===== src/rtl/pwm_multi.sv =====
// Multi-channel PWM generator: one shared period counter (edge- or center-aligned),
// prescaler clock-enable, double-buffered per-channel duty and top applied at the period boundary.
module pwm_multi #(
  parameter int CHANNELS   = 4,
  parameter int WIDTH      = 16,
  parameter int PRESCALE_W = 8
) (
  input  logic                      clk,
  input  logic                      rst_n,
  input  logic                      enable,
  input  logic                      center_mode,
  input  logic [PRESCALE_W-1:0]     prescale,
  input  logic [WIDTH-1:0]          top_in,
  input  logic [CHANNELS*WIDTH-1:0] duty_in,
  input  logic [CHANNELS-1:0]       duty_wr,
  output logic [CHANNELS-1:0]       pwm_out,
  output logic                      period_start,
  output logic [CHANNELS-1:0]       pending,
  output logic [WIDTH-1:0]          count
);

  logic [PRESCALE_W-1:0] pre_cnt;
  logic                  dir_down;
  logic [WIDTH-1:0]      active_top;
  logic [WIDTH-1:0]      shadow      [CHANNELS];
  logic [WIDTH-1:0]      active_duty [CHANNELS];
  logic                  boundary_d;

  logic                  tick;
  logic                  boundary;
  logic [WIDTH-1:0]      next_count;
  logic                  next_dir;

  assign tick     = enable && (pre_cnt == prescale);
  // The boundary is the tick that returns the counter to zero, in either mode.
  assign boundary = tick && (next_count == '0);

  // NOTE: every always_comb output gets a default first so no path can infer a latch.
  always_comb begin
    next_count = count;
    next_dir   = dir_down;
    if (!center_mode) begin
      next_count = (count == active_top) ? '0 : count + WIDTH'(1);
      next_dir   = 1'b0;
    end else if (active_top == '0) begin
      next_count = '0;
      next_dir   = 1'b0;
    end else if (dir_down || (count == active_top)) begin
      next_count = count - WIDTH'(1);
      next_dir   = (count != WIDTH'(1));
    end else begin
      next_count = count + WIDTH'(1);
      next_dir   = 1'b0;
    end
  end

  // NOTE: sequential state uses non-blocking assignments only, so every register
  // samples the pre-edge values regardless of statement order.
  always_ff @(posedge clk) begin
    if (!rst_n) begin
      pre_cnt      <= '0;
      count        <= '0;
      dir_down     <= 1'b0;
      active_top   <= '0;
      pending      <= '0;
      pwm_out      <= '0;
      period_start <= 1'b0;
      boundary_d   <= 1'b0;
      // NOTE: the duty arrays are a handful of flops, not a RAM, so they are reset
      // along with everything else; a true memory would be left unreset.
      for (int i = 0; i < CHANNELS; i++) begin
        shadow[i]      <= '0;
        active_duty[i] <= '0;
      end
    end else begin
      for (int i = 0; i < CHANNELS; i++) begin
        if (duty_wr[i]) shadow[i] <= duty_in[i*WIDTH +: WIDTH];
      end

      if (!enable) begin
        pre_cnt      <= '0;
        count        <= '0;
        dir_down     <= 1'b0;
        active_top   <= top_in;
        pending      <= duty_wr;
        pwm_out      <= '0;
        period_start <= 1'b0;
        boundary_d   <= 1'b0;
        for (int i = 0; i < CHANNELS; i++) active_duty[i] <= shadow[i];
      end else begin
        pre_cnt <= tick ? '0 : pre_cnt + PRESCALE_W'(1);
        if (tick) begin
          count    <= next_count;
          dir_down <= next_dir;
        end
        if (boundary) active_top <= top_in;

        // A write landing on the boundary clk leaves the old shadow to be applied
        // and keeps pending set for the following period.
        for (int i = 0; i < CHANNELS; i++) begin
          if (boundary && pending[i]) active_duty[i] <= shadow[i];
          if (duty_wr[i])    pending[i] <= 1'b1;
          else if (boundary) pending[i] <= 1'b0;
          pwm_out[i] <= (count < active_duty[i]);
        end

        // Two stages so the pulse lines up with the first output of the new period.
        boundary_d   <= boundary;
        period_start <= boundary_d;
      end
    end
  end

endmodule


===== config.mk =====
export PLATFORM = sky130hd
export DESIGN_NAME = pwm_multi
export DESIGN_NICKNAME = d
export VERILOG_FILES = /design/src/rtl/pwm_multi.sv
export SDC_FILE = /design/constraint.sdc
export NUM_CORES = 1
export LEC_CHECK = 0
export ABC_AREA = 1
export BUFFER_PORTS_ARGS = -buffer_cell sky130_fd_sc_hd__buf_2
export CAP_MARGIN = 20
export CORE_MARGIN = 2
export CORE_UTILIZATION = 43
export CTS_BUF_LIST = sky130_fd_sc_hd__clkbuf_16
export DETAILED_ROUTE_END_ITERATION = 12
export PLACE_DENSITY = 0.68
export REMOVE_ABC_BUFFERS = 1
export SYNTH_ARGS = -nofsm -noshare
export SYNTH_HDL_FRONTEND = slang
export SYNTH_SLANG_ARGS = --single-unit

===== constraint.sdc =====
create_clock -name clk -period 3.1 [get_ports clk]
set_input_delay 0.31 -clock clk [delete_from_list [all_inputs] [get_ports clk]]
set_output_delay 0.31 -clock clk [all_outputs]
set_load 0.01 [all_outputs]

==> metrics.txt <==
status=finished, final reports clean; Worst R2R End=active_duty[0][10]; grt total ovfl=0; HP Class=in2reg; Chip Width=157.7 um; CTS Buf Count=17; top-count cell post-synth=inv_1; Root Driver=clkbuf_16; Initial Utilization=43.55%; synth unique cells=43; reg2reg setup slack=160 ps; n_diodes=0; Rel. slew slack=59.30%; post-route ant nets=0; RePlAce Congestion=roughly 1; first-pass GRT wire length=between 30000 and 40000 um; hold path cells=3; Hold Fails Final Rpt=0; slowest cell delay on critical path=between 400 and 500 ps; IO Pins=121; pin count of the biggest net entering global routing=23; vias per cell=4.739; CP max-delay cell=dfxtp_1; drt drc=0; cell taking the most area after synthesis=edfxtp_1; DRT iter0 DRCs=480; Final period util=94.72%; Power, Total=5.451 mW; Endpoint, Worst Hold=active_top[4]; Worst VDD drop=0.0002315 V; H-tree lvl count=4; Yosys top cell area share=37.83%; EDFF count, synth=roughly 130; skew final=16.91 ps; post-route insts no fill=~1700; CTS tree=built; core area=23330 um^2; Async S/R FF share, synth=0%; drt pass-1 iters=5; RSZ-0062 raised after global routing=false; initial antenna violation count=0; Post-DP HPWL=19110 um; Tmin final=around 2900 ps; Synth top cells by count=inv_1, nand2_1, nor2_1; top cells by area, synth=edfxtp_1, dfxtp_1, inv_1; fmax=between 300 and 400 MHz; Clock Sinks=179; Cell Pwr Density=about 450 nW/um^2; Mapped Cells=1165; layout cells sized above 1=23.95%; Cell Chain, Critical Path=buf_6 > nand2_1 > nor2_1 > nand3_1 > xor2_1 > nand3_1 > nand2_1 > nor2_1 > nor2_1 > nand2_1 > nor2_2 > nand2_4 > nor2_8 > nand3_1 > nand2_2 > buf_12; leakage power=6.008 nW; Synth Flop Type=edfxtp_1; utilization after layout=approximately 52%; Max-Cap Viols=0; worst skew pair latency=450 ps; vias=approximately 7900; placed cells=1640; area of the die=24880 um^2; final WL=25320 um; Fill cells=2152; setup bufs post-CTS=0; GRT Resource Usage Total=a little over a fifth; worst r2r src=count[10]; Post-Syn Area=10160 um^2; final setup vio count=0; Tightest Pin Transition=609.1 ps; fin nets=1500; WL/cell=15.15 um; Critical Path RT=3250 ps; via count of the first global-routing pass=7681; Yosys warning count=0; critical path's top delay family=simple AND/OR/NAND/NOR gates; syn avg cell area=8.722 um^2; arrival time worst endpoint=between 3000 and 4000 ps; Setup TNS=0 ps; clock slew at reported path FFs=around 90 ps; port bufs=120; worst hold start=top_in[4]; Placement Rows=56; startpoint types=register; maximum root-to-sink buffer count=2; post-synthesis sequential area ratio=between 40% and 50%; cells on worst reg2reg path=16; area grow syn2layout=20.21%; Die Y=157.7 um; crit end category=register; pins over their slew limit=0; Critical path buffers and inverters=2; CP Class=reg2reg; CTS Hold Bufs=0; Critical Path Fanout Max=16; Synth Register Bits=179
worst max path at each step:
| stage | start | to | slack [ps] | cells past startpoint |
|---|---|---|---|---|
| after floorplan | count[1] | active_duty[1][0] | -100 | 15 |
| after global placement | count[2] | active_duty[1][13] | 90 | 19 |
| after detailed placement | count[2] | active_duty[1][8] | 40 | 19 |
| after CTS | count[8] | active_duty[1][10] | 80 | 17 |
| after global routing | count[6] | active_duty[0][12] | 2 | 18 |
| final | count[10] | active_duty[0][10] | 160 | 16 |
registers in the layout (all words and copies together) (netlist names):
register / cells
boundary_d: 1
shadow: 64
pre_cnt: 8
pending: 4
period_start: 1
dir_down: 1
active_top: 16
active_duty: 64
pwm_out: 4
count: 16
layout by cell type (no fill, tap or decap), types with 11 or more instances in the layout:
cell / synthesis / routed
clkbuf_16: 0 / 17
xor2_1: 22 / 22
nor2_4: 34 / 34
inv_1: 219 / 220
o21ai_0: 38 / 38
a21oi_1: 49 / 49
nand2_1: 199 / 196
edfxtp_1: 128 / 128
nand2_2: 8 / 11
buf_4: 8 / 60
nor2_1: 160 / 155
nor3_1: 17 / 16
nand4_1: 13 / 13
buf_2: 6 / 120
o211ai_1: 13 / 13
inv_2: 18 / 18
nand3_1: 39 / 39
dfxtp_1: 51 / 38
dfxtp_2: 0 / 12
ha_1: 64 / 64
logic make-up after synthesis:
kind of cell               synth area share [%]
and+or+nand+nor                           22.83
AOI/OAI and AO/OA                         7.598
xor gates and xnor gates                  2.586
buffers and inverters                     11.23
adders and majority gates                 7.881
DFF                                       47.88
cell type report:
| class | count | area [um^2] | area share, % |
|---|---|---|---|
| Inverter | 238 | 893.4 | 7.314 |
| Tap cell | 319 | 399.1 | 3.268 |
| Clock inverter | 15 | 163.9 | 1.342 |
| Clock buffer | 17 | 425.4 | 3.483 |
| Sequential cell | 179 | 4883 | 39.98 |
| Multi-Input combinational cell | 714 | 4215 | 34.51 |
| Timing Repair Buffer | 190 | 1234 | 10.10 |
metrics by stage:
stage                     area (um^2)  hold slack, ps  setup WS [ps]
final                           12210           79.38          163.7
after global placement          11540           420.5          93.06
after detailed placement        11540           414.5          35.16
after CTS                       12130           66.62          75.11
after floorplan                  9913           393.6         -103.1
after global routing            12210           83.34          1.515
per-layer routing:
layer,part of all wire [%],GRT usage (%),up-vias
met5,0,0,-
met4,4.1,10.43,0
met3,4.8,3.121,78
met2,50,37.85,224
met1,41,25.30,3581
li1,-,-,4041
report_power, final:
part,internal (mW),switching [mW],total [mW]
registers,2.71,0.0510,2.77
clock network,1.08,1.07,2.16
logic,0.208,0.320,0.528
total,4.01,1.45,5.45
tightest hold or removal path, cell delays in order:
cell and delay (ps):
buf_2 70, nor2_1 30, nor2_1 80
what timing repair did:
item | in CTS | in global routing
gates resized for setup | 1 | 30
endpoints found under the setup margin | 1 | 129
pin swaps | 0 | 4
(Power assumes the default switching activity.)
